===== src/rtl/frame_scheduler.sv =====
// Per-frame admission controller: decides at each vsync rise whether the coming frame
// reaches the MJPG encoder, then gates pvalid/vsync for that whole frame.
module frame_scheduler #(
    parameter int LVL_W   = 12,
    parameter int FIFO_HI = 3072,
    parameter int DIV_W   = 4,
    parameter int CNT_W   = 16
) (
    input  logic             clk,
    input  logic             rst_n,
    input  logic             i_pvalid,
    input  logic             i_vsync,
    input  logic             i_enable,
    input  logic [DIV_W-1:0] i_div_sel,
    input  logic             i_enc_busy,
    input  logic [LVL_W-1:0] i_fifo_level,
    output logic             o_pvalid,
    output logic             o_vsync,
    output logic             o_frame_start,
    output logic             o_frame_drop,
    output logic [CNT_W-1:0] o_frames_sent,
    output logic [CNT_W-1:0] o_frames_dropped
);

    typedef enum logic [1:0] {
        WAIT_SYNC = 2'd0,
        PASS      = 2'd1,
        SKIP      = 2'd2
    } state_t;

    localparam logic [LVL_W:0] FIFO_HI_W = FIFO_HI[LVL_W:0];

    state_t             r_state;
    logic [DIV_W-1:0]   r_phase;
    logic               r_vsync_d;
    logic               r_primed;

    logic               w_rise;
    logic               w_phase_zero;
    logic               w_pass_ok;
    logic               w_gate;
    logic               w_drop;
    logic [DIV_W-1:0]   w_phase_next;

    // r_primed masks the first sample after reset: vsync already high at release is
    // mid-frame, not a rising edge.
    always_comb begin
        w_rise       = i_vsync & ~r_vsync_d & r_primed;
        w_phase_zero = (r_phase == '0);
        w_pass_ok    = i_enable & w_phase_zero & ~i_enc_busy &
                       ({1'b0, i_fifo_level} < FIFO_HI_W);
        w_gate       = w_rise ? w_pass_ok : (r_state == PASS);
        w_drop       = w_rise & ~w_pass_ok & i_enable & w_phase_zero;
        w_phase_next = (r_phase >= i_div_sel) ? '0 : r_phase + 1'b1;
    end

    always_ff @(posedge clk or negedge rst_n) begin
        if (!rst_n) begin
            r_state          <= WAIT_SYNC;
            r_phase          <= '0;
            r_vsync_d        <= 1'b0;
            r_primed         <= 1'b0;
            o_pvalid         <= 1'b0;
            o_vsync          <= 1'b0;
            o_frame_start    <= 1'b0;
            o_frame_drop     <= 1'b0;
            o_frames_sent    <= '0;
            o_frames_dropped <= '0;
        end else begin
            r_vsync_d     <= i_vsync;
            r_primed      <= 1'b1;
            o_vsync       <= i_vsync & w_gate;
            o_pvalid      <= i_pvalid & w_gate;
            o_frame_start <= w_rise & w_pass_ok;
            o_frame_drop  <= w_drop;

            if (w_rise) begin
                r_state <= w_pass_ok ? PASS : SKIP;
                r_phase <= w_phase_next;
            end

            // Statistics saturate at all-ones.
            if (w_rise && w_pass_ok && (o_frames_sent != '1))
                o_frames_sent <= o_frames_sent + 1'b1;
            if (w_drop && (o_frames_dropped != '1))
                o_frames_dropped <= o_frames_dropped + 1'b1;
        end
    end

endmodule


===== config.mk =====
export PLATFORM = sky130hd
export DESIGN_NAME = frame_scheduler
export DESIGN_NICKNAME = d
export VERILOG_FILES = /design/src/rtl/frame_scheduler.sv
export SDC_FILE = /design/constraint.sdc
export NUM_CORES = 1
export LEC_CHECK = 0
export ABC_AREA = 1
export BUFFER_PORTS_ARGS = -buffer_cell sky130_fd_sc_hd__buf_2
export CAP_MARGIN = 40
export CORE_MARGIN = 5
export CORE_UTILIZATION = 55
export DETAILED_ROUTE_END_ITERATION = 8
export PLACE_DENSITY = 0.86
export SYNTH_ARGS = -nofsm -noshare
export SYNTH_HDL_FRONTEND = slang
export SYNTH_SLANG_ARGS = --single-unit
export TNS_END_PERCENT = 50

===== constraint.sdc =====
create_clock -name clk -period 1.95 [get_ports clk]
set_clock_uncertainty 0.1 [all_clocks]
set_input_delay 0.2925 -clock clk [delete_from_list [all_inputs] [get_ports clk]]
set_output_delay 0.2925 -clock clk [all_outputs]
set_load 0.01 [all_outputs]

* Word level (Yosys, flattened, before mapping) *
Index checks and enable logic that the tools add are counted.

operators by class
  add/sub/neg operators = 3
  multiply operators = 0
  div/mod/pow operators = 0
  $lt $le $gt $ge = 2
  equality and inequality tests = 3
  shift-type cells = 0
  mux-type cells = 3
  bitwise gates (word level) = 14
  reductions and logical operators = 4

operators by type and width
  operator               number
  $add 16x1->16 const B  2
  $ne 16x16->1 const B   2
  $lt 12x12->1 const B   1
  $and 1x1->1            11
  $add 4x1->4 const B    1
  $ge 4x4->1             1
  $logic_not 4->1        1
  $mux 4                 1
  $logic_and 1x1->1      3
  $not 1->1              3
  $eq 2x1->1 const B     1
  $mux 2                 1
  $mux 1                 1

word-level totals
  flip-flop bits (word level) = 44
  bits in latches = 0
  RAM bits = 0
  memory bits (read-only) = 0
  bits of input ports = 22
  output and inout bits = 36
  logic and storage cells = 39
  memories kept = 0

* Longest topological paths before layout *
Gate-level depths: netlist of run 1.

  depth after elaboration = 9
  mapped depth = 10
  gate-level depth less buffers = 9

* Worst setup path after synthesis of run 1 *
OpenSTA, ideal clock, no wires.

  kind = register to register
  start = reg o_frames_dropped[0]
  end = reg o_frames_dropped[10]
  setup time = 118 ps
  arrival = 1461 ps
  data required time = 1732 ps
  slack = 272 ps
  cell stages (with the launch flop) = 10
  buffers on the path = 1
  clock period less this slack = 1678 ps
  path through = dfrtp_1 > ha_1 > inv_1 > nor2_2 > nand2_2 > nor2_2 > nor2_4 > buf_6 > nand2_2 > o21ai_2

between the ends
  word-level cells in the longest chain between the ends = 2
  elaborated cells between the ends (all ways) = 3
  those cells by class = add/sub: 1; eq/ne: 1; reduce/logical: 1

ends and longest elaborated chain
  what                                                   RTL line  RTL
  start: declaration                                     22        output logic [CNT_W-1:0] o_frames_dropped
  start signal: assignment                               86        o_frames_dropped <= o_frames_dropped + 1'b1;
  branches (longest 2 deep; another with $add 16x1->16)  --

Parallel ways; which one is timed is not known.
A chain may end at the register's enable or synchronous reset.

* Final worst setup path of run 1 *
  start = reg o_frames_dropped[0]
  end = reg o_frames_dropped[9]

Same word-level chain as after synthesis.

==> results of run 1 <==
-- per-stage QoR --
step	util [%]	power, mW	hold slack, ps	instances	setup TNS [ps]
2_1_floorplan	-	1.83	-103	372	0
4_1_cts	66.6	2.77	25.1	499	0
3_5_place_dp	64.3	2.15	311	490	-22.5
6_report	67.1	2.74	38.0	500	0
5_1_grt	67.1	2.95	29.4	500	0
3_3_place_gp	64.3	2.10	303	490	0
-- cells by family after synthesis --
kind of cell | count (synthesis)
buf+inv | 46
flops | 44
xor+xnor | 16
compound gates | 16
simple gates | 241
fa+ha+maj | 8
other cells | 1
-- report_power, final --
part	total [mW]	internal (mW)	switching, mW
Clock	0.606	0.288	0.318
Combinational	0.874	0.356	0.518
Sequential	1.26	1.07	0.192
-- state kept, by name, indices dropped and copies added, names as in the netlist --
name	count
o_frames_sent	16
o_vsync	1
r_phase	4
r_vsync_d	1
o_frame_drop	1
r_primed	1
o_frames_dropped	16
o_frame_start	1
r_state	2
o_pvalid	1
-- synth_stat cells --
cell,instances,share of area (%)
a21oi_1,1,0.18
buf_4,1,0.28
buf_6,3,1.2
conb_1,1,0.14
dfrtp_1,44,41
ha_1,8,3.7
inv_1,38,5.3
inv_2,4,0.55
nand2_1,157,22
nand2_2,8,1.8
nand2_4,1,0.42
nand3_1,17,3.1
nand3_2,1,0.37
nand4_1,11,2.5
nand4_2,1,0.46
nor2_1,34,4.7
nor2_2,5,1.2
nor2_4,4,1.7
nor2_8,1,0.74
nor3_1,1,0.18
o21ai_0,7,1.3
o21ai_2,7,2.3
o21bai_1,1,0.28
xnor2_1,5,1.6
xor2_1,11,3.6
-- final timing paths --
| kind | start | end | slack (ps) | cells after the start |
|---|---|---|---|---|
| max in group asynchronous | rst_n | o_frames_sent[11] | 870 | 3 |
| min in group asynchronous | rst_n | o_frames_dropped[12] | 490 | 3 |
| min reg2reg | r_state[1] | r_state[1] | 390 | 2 |
| max reg2reg | o_frames_dropped[0] | o_frames_dropped[9] | 180 | 9 |
| min | i_vsync | r_vsync_d | 40 | 1 |
| max | o_frames_dropped[0] | o_frames_dropped[9] | 180 | 9 |
-- routing by layer --
metal  vias to the layer above  part of all wire (%)  global-route usage [%]  wire (microns)
li1                       1267                     -                       -               -
met1                      1122                    43                    23.8            2520
met2                        65                    50                    35.4            2910
met3                         9                   5.8                    5.04             340
met4                         0                   1.6                    7.26              92
met5                         -                     0                       0               0
-- final cells by class --
cell class	instances	area share, %
clock buffers	7	2.71
inverters	42	4.95
multi-input cells	282	44.3
repair buffers	57	10.6
flip-flops and latches	44	34.5
clock inverters	1	0.235
well taps	67	2.63
-- worst max-delay path, cell delays in order, from the launching register on --
cell	delay, ps
dfrtp_1	460
ha_1	210
inv_1	50
nor2_2	180
nand2_2	120
nor2_2	170
nor2_4	70
buf_4	170
nand2_1	80
o21ai_2	50
-- cell usage in the layout, fill, tap and decap left out, drive strengths merged --
cell / count
o21bai: 1
clkinvlp: 1
ha: 8
conb: 1
nand4: 12
nand2: 166
xor2: 11
nand3: 18
dfrtp: 44
o21ai: 14
inv: 42
dlygate4sd3: 1
nor2: 44
clkbuf: 7
buf: 56
a21oi: 1
xnor2: 5
nor3: 1
-- what timing repair did --
item / in CTS / in global routing
buffers inserted: 0 / 1
hold buffers: 1 / 0
resized for setup: 1 / 0
pin swaps: 0 / 1
endpoints found under the setup margin: 3 / 3
endpoints found under the hold margin: 44 / 0
==> metrics.txt, run 1 <==
# TYPE chip_impl_metric gauge
chip_impl_info{name="status",value="finished, final reports clean"} 1
chip_impl_metric{name="finalMaxSlewViolations",unit=""} 0
chip_impl_metric{name="ys_seq_area_share",unit="%"} 40.6
chip_impl_metric{name="worst_vdd_rail_ir_drop",unit="mV"} 0.580
chip_impl_metric{name="regArea",unit="sq mm"} 0.00110
chip_impl_metric{name="first_global_vias",unit=""} 2438
chip_impl_metric{name="placed_inst_area",unit="sq mm"} 0.00306
chip_impl_metric{name="cts_max_level",unit=""} 2
chip_impl_metric{name="route.detailed.drc",unit=""} 0
chip_impl_metric{name="final-setup-viol-count",unit=""} 0
chip_impl_metric{name="cts_max_path_buffers",unit=""} 2
chip_impl_metric{name="grt_overflow",unit=""} 0
chip_impl_metric{name="place.gp.congestion",unit=""} 0.864
chip_impl_metric{name="ys_ff_latch",unit=""} 44
chip_impl_metric{name="clock_sink_count",unit=""} 44
chip_impl_metric{name="n_antenna_cell",unit=""} 0
chip_impl_metric{name="ios",unit=""} 58
chip_impl_metric{name="postLayoutCellArea",unit="sq mm"} 0.00319
chip_impl_metric{name="floorplan.die_area",unit="sq mm"} 0.00643
chip_impl_info{name="rsz_0062_raised_after_global_routing",value="no"} 1
chip_impl_metric{name="power_per_cell_area",unit="mW/mm^2"} 860
chip_impl_metric{name="cap_viol_max_count",unit=""} 0
chip_impl_metric{name="hold_viol_final",unit=""} 0
chip_impl_metric{name="yosysUniqueCellTypes",unit=""} 25
chip_impl_metric{name="vias_per_cell",unit=""} 4.93
chip_impl_metric{name="maximum_number_of_pins_on_one_net_before_global_route_repair",unit=""} 45
chip_impl_metric{name="drt_iter0_markers",unit=""} 100
chip_impl_metric{name="die_w",unit="microns"} 80.2
chip_impl_metric{name="numCtsBuffers",unit=""} 5
chip_impl_info{name="dominant_combinational_cell_family_by_area_after_synthesis",value="simple AND/OR/NAND/NOR gates"} 1
chip_impl_metric{name="synth-compound-area-share",unit="%"} 4.02
chip_impl_info{name="critical_path_class",value="register to register"} 1
chip_impl_metric{name="synth.area.mux_share",unit="%"} 0
chip_impl_metric{name="yosys.area_share.xor_xnor",unit="%"} 5.17
chip_impl_metric{name="placement.setup.worst_slack",unit="ps"} -11.6
chip_impl_metric{name="final.fill_count",unit=""} 424
chip_impl_metric{name="worst_slew_margin_relative_to_its_limit",unit="%"} 63.3
chip_impl_metric{name="cp_data_required_time",unit="ps"} 2050
chip_impl_metric{name="num-nets-final",unit=""} 462
chip_impl_metric{name="worst-path-max-fanout",unit=""} 9
chip_impl_metric{name="insertion_delay",unit="ps"} 300
chip_impl_metric{name="syn_nets",unit=""} 402
chip_impl_metric{name="finalWorstSetupSlack",unit="ps"} 176
chip_impl_metric{name="achievable-frequency",unit="GHz"} 0.564
chip_impl_metric{name="clock_period_minus_worst_slack",unit="ps"} 1770
chip_impl_metric{name="post_synth_fa_ha_maj_area_fraction",unit="%"} 3.70
chip_impl_metric{name="row_count",unit=""} 25
chip_impl_metric{name="summed_instance_area_of_the_synthesized_netlist",unit="sq mm"} 0.00271
chip_impl_info{name="holdCritPathClass",value="input port to register"} 1
chip_impl_metric{name="drive_above_1_share",unit="%"} 21.9
chip_impl_metric{name="worst_slew_pin_tran",unit="ps"} 551
chip_impl_metric{name="detailedPlacementHpwl",unit="mm"} 4.51
chip_impl_metric{name="detailed_routing_iteration_count_for_the_pre_antenna_repair_pass",unit=""} 4
chip_impl_metric{name="via_count",unit=""} 2463
chip_impl_metric{name="antenna_violations_before_repair",unit=""} 0
chip_impl_metric{name="post_synth_and_or_nand_nor_area_fraction",unit="%"} 39.0
chip_impl_metric{name="core_area",unit="sq mm"} 0.00475
chip_impl_metric{name="start_util",unit="%"} 57.0
chip_impl_metric{name="wl_per_cell",unit="microns"} 11.7
chip_impl_metric{name="numPortBuffers",unit=""} 47
chip_impl_metric{name="arrival",unit="ps"} 1880
chip_impl_metric{name="final_antenna_net_count",unit=""} 0
chip_impl_metric{name="timing.final.crit_share",unit="%"} 91.0
chip_impl_metric{name="power_leakage",unit="nW"} 1.70
chip_impl_info{name="startpoint_type",value="register"} 1
chip_impl_metric{name="gr-usage-all-layers",unit="%"} 20.2
chip_impl_metric{name="clk_pin_slew_worst_paths",unit="ps"} 90
chip_impl_info{name="tritoncts",value="built"} 1
chip_impl_metric{name="synthToLayoutAreaGrowth",unit="%"} 17.7
chip_impl_info{name="cts.root.buffer_cell",value="clkbuf_8"} 1
chip_impl_metric{name="post_synth.cell_area_avg",unit="sq um"} 7.28
chip_impl_metric{name="synth-warning-count",unit=""} 0
chip_impl_info{name="end_kind",value="register"} 1
chip_impl_metric{name="multi_input_area",unit="sq mm"} 0.00141
chip_impl_metric{name="totalWireLength",unit="mm"} 5.86
chip_impl_metric{name="die_h",unit="microns"} 80.2
chip_impl_metric{name="wire_length_of_the_first_global_routing_pass",unit="mm"} 10.3
chip_impl_metric{name="netlist_instances",unit=""} 372
Power figures use the tool's default switching activity.
==> inputs of run 2 (changes only) <==
- CELL_PAD_IN_SITES_DETAIL_PLACEMENT: default -> 1
- CELL_PAD_IN_SITES_GLOBAL_PLACEMENT: default -> 1
- CORE_UTILIZATION: 55 -> 39
==> run 2 against run 1 <==
Clock power is 28% higher. First-iteration DRC count is 46% lower. Combinational power is 8.7% higher. Critical endpoint is now o_frames_sent[5].
==> metrics.txt, run 2 (synthesis gave the netlist of run 1 again) <==
# TYPE chip_impl_metric gauge
chip_impl_info{name="status",value="finished, final reports clean"} 1
chip_impl_metric{name="fin_cells",unit=""} 533
chip_impl_metric{name="grt_overflow",unit=""} 0
chip_impl_metric{name="clock_sink_count",unit=""} 44
chip_impl_metric{name="arrival",unit="ps"} 1940
chip_impl_metric{name="achievable-frequency",unit="GHz"} 0.554
chip_impl_info{name="crit_chain",value="inv_1, ha_1, nand2_1, nor2_2, nand4_2, nor2_4, nand2_1, nand2_1"} 1
chip_impl_metric{name="ios",unit=""} 58
chip_impl_metric{name="core_area",unit="sq mm"} 0.00679
chip_impl_metric{name="die_h",unit="microns"} 93.3
chip_impl_metric{name="p_total",unit="mW"} 2.98
chip_impl_metric{name="worst_vdd_rail_ir_drop",unit="mV"} 0.334
chip_impl_info{name="cp_common_cell",value="nand2_1"} 1
chip_impl_metric{name="start_util",unit="%"} 39.9
chip_impl_metric{name="row_count",unit=""} 30
chip_impl_metric{name="cap_viol_max_count",unit=""} 0
chip_impl_metric{name="total_switching_power",unit="mW"} 1.08
chip_impl_metric{name="gr-usage-met3",unit="%"} 2.25
chip_impl_metric{name="pwr-share-seq",unit="%"} 42.2
chip_impl_metric{name="place.gp.congestion",unit=""} 0.795
chip_impl_metric{name="timing.hold.ws",unit="ps"} 39.4
chip_impl_info{name="tritoncts",value="built"} 1
chip_impl_metric{name="finalMaxSlewViolations",unit=""} 0
chip_impl_metric{name="n_antenna_cell",unit=""} 0
chip_impl_metric{name="internal_power",unit="mW"} 1.90
chip_impl_metric{name="max_stage_delay",unit="ps"} 430
chip_impl_metric{name="insertion_delay",unit="ps"} 300
chip_impl_metric{name="detailed_routing_iteration_count_for_the_pre_antenna_repair_pass",unit=""} 4
chip_impl_metric{name="cts_setup_buffers",unit=""} 0
chip_impl_metric{name="final_antenna_net_count",unit=""} 0
chip_impl_metric{name="numCtsBuffers",unit=""} 5
chip_impl_metric{name="gr-usage-all-layers",unit="%"} 17.7
chip_impl_metric{name="tns",unit="ps"} 0
chip_impl_info{name="cts.root.buffer_cell",value="clkbuf_8"} 1
chip_impl_metric{name="vias_per_cell",unit=""} 4.92
chip_impl_metric{name="final-setup-viol-count",unit=""} 0
chip_impl_metric{name="cp_data_required_time",unit="ps"} 2080
chip_impl_metric{name="worst_slew_margin_relative_to_its_limit",unit="%"} 63.6
chip_impl_metric{name="hold_viol_final",unit=""} 0
chip_impl_info{name="layout_top_registers",value="o_frames_dropped (16), o_frames_sent (16), r_phase (4)"} 1
chip_impl_metric{name="first_global_vias",unit=""} 2710
chip_impl_info{name="holdCritPathClass",value="input port to register"} 1
chip_impl_metric{name="wire_length_of_the_first_global_routing_pass",unit="mm"} 12.4
chip_impl_info{name="rsz_0062_raised_after_global_routing",value="no"} 1
chip_impl_metric{name="netSwitchingFraction",unit="%"} 36.2
chip_impl_info{name="end_kind",value="register"} 1
chip_impl_metric{name="route.detailed.drc",unit=""} 0
chip_impl_metric{name="detailedPlacementHpwl",unit="mm"} 5.77
chip_impl_metric{name="placedCellCount",unit=""} 524
chip_impl_metric{name="floorplan.die_area",unit="sq mm"} 0.00871
chip_impl_metric{name="totalWireLength",unit="mm"} 7.34
chip_impl_metric{name="power.share.clock",unit="%"} 25.9
chip_impl_metric{name="wl_per_cell",unit="microns"} 13.8
chip_impl_metric{name="drt_iter0_markers",unit=""} 54
chip_impl_metric{name="power_leakage",unit="nW"} 1.74
chip_impl_metric{name="comb_power_share",unit="%"} 31.8
chip_impl_metric{name="worst-path-max-fanout",unit=""} 16
chip_impl_metric{name="numPortBuffers",unit=""} 47
chip_impl_metric{name="clock_period_minus_worst_slack",unit="ps"} 1800
chip_impl_metric{name="antenna_violations_before_repair",unit=""} 0
chip_impl_info{name="gr-max-usage-layer",value="met2"} 1
chip_impl_info{name="crit_path_top_delay_cell",value="dfrtp_1"} 1
chip_impl_info{name="leading_cell_type_in_the_layout_fill_and_taps_excluded",value="nand2_1"} 1
chip_impl_info{name="most-common-layout-cells",value="nand2_1 (157), buf_2 (47), dfrtp_1 (44)"} 1
chip_impl_metric{name="grt.met2_usage",unit="%"} 31.9
chip_impl_metric{name="synthToLayoutAreaGrowth",unit="%"} 20.9
chip_impl_metric{name="cts_max_path_buffers",unit=""} 2
chip_impl_metric{name="maximum_number_of_pins_on_one_net_before_global_route_repair",unit=""} 24
chip_impl_metric{name="worst_slew_pin_tran",unit="ps"} 547
chip_impl_metric{name="cts_max_level",unit=""} 2
chip_impl_metric{name="final.fill_count",unit=""} 928
chip_impl_metric{name="via_count",unit=""} 2620
chip_impl_metric{name="drive_above_1_share",unit="%"} 22.9
chip_impl_metric{name="die_w",unit="microns"} 93.3
chip_impl_metric{name="num-nets-final",unit=""} 466
chip_impl_info{name="startpoint_type",value="register"} 1
chip_impl_metric{name="clk_pin_slew_worst_paths",unit="ps"} 80
chip_impl_metric{name="power_per_cell_area",unit="mW/mm^2"} 911
chip_impl_metric{name="timing.final.crit_share",unit="%"} 92.5
chip_impl_metric{name="use_met1",unit="%"} 21.6
chip_impl_info{name="critical_path_class",value="register to register"} 1
-- run 2: cell types whose count changed in the layout (fill, tap and decap cells not counted) --
cell,change
buf_4,+5
buf_12,-1
bufinv_16,+1
clkbuf_1,-1
clkbuf_8,+1
clkinvlp_4,-1
-- run 2: power by group through the flow --
stage               Combinational, mW  Clock [mW]  Sequential [mW]
floorplan                       0.541           0             1.29
global placement                0.888           0             1.26
detailed placement              0.959           0             1.28
CTS                             0.967       0.796             1.26
global route                     1.07       0.836             1.29
finish                          0.950       0.773             1.26
-- run 2: layout make-up --
class	instances	area, sq um	area share, %
Clock inverter	1	30.0	0.917
Clock buffer	7	96.3	2.94
Inverter	42	158	4.81
Multi-Input combinational cell	282	1410	43.2
Sequential cell	44	1100	33.6
Tap cell	96	120	3.67
Timing Repair Buffer	61	355	10.9
-- run 2: routing by layer --
metal	routed length [microns]	vias up
li1	-	1277
met1	3160	1283
met2	3840	47
met3	202	13
met4	139	0
met5	0	-
-- run 2: path summary, 6_finish.rpt --
kind | from | end | slack (ps) | cells past startpoint
worst max-delay path | r_phase[1] | o_frames_sent[5] | 150 | 8
worst min-delay path | i_vsync | r_vsync_d | 40 | 1
worst max register to register | r_phase[1] | o_frames_sent[5] | 150 | 8
worst min register to register | r_state[1] | r_state[1] | 420 | 2
max in group asynchronous | rst_n | o_frames_sent[9] | 810 | 3
min in group asynchronous | rst_n | o_frames_dropped[12] | 410 | 2
-- run 2: repair_timing --
action	4_1_cts	5_1_grt
hold buffers	1	0
setup endpoints to repair	15	0
hold endpoints to repair	21	0
gates resized for setup	1	0
-- run 2: metrics by stage --
stage	cell area [sq um]	util, %	setup WS (ps)
after global routing	3270	48.2	7.02
after detailed placement	3130	46.1	-33.8
after floorplan	2710	-	272
final	3270	48.2	146
after global placement	3130	46.1	72.3
after CTS	3270	48.2	147
-- run 2: worst max-delay path, delay by kind of cell, from the launching register on --
kind          cells  cell delay, ps
simple gates      6             970
fa+ha+maj         1             140
flops             1             430
buf+inv           1             100
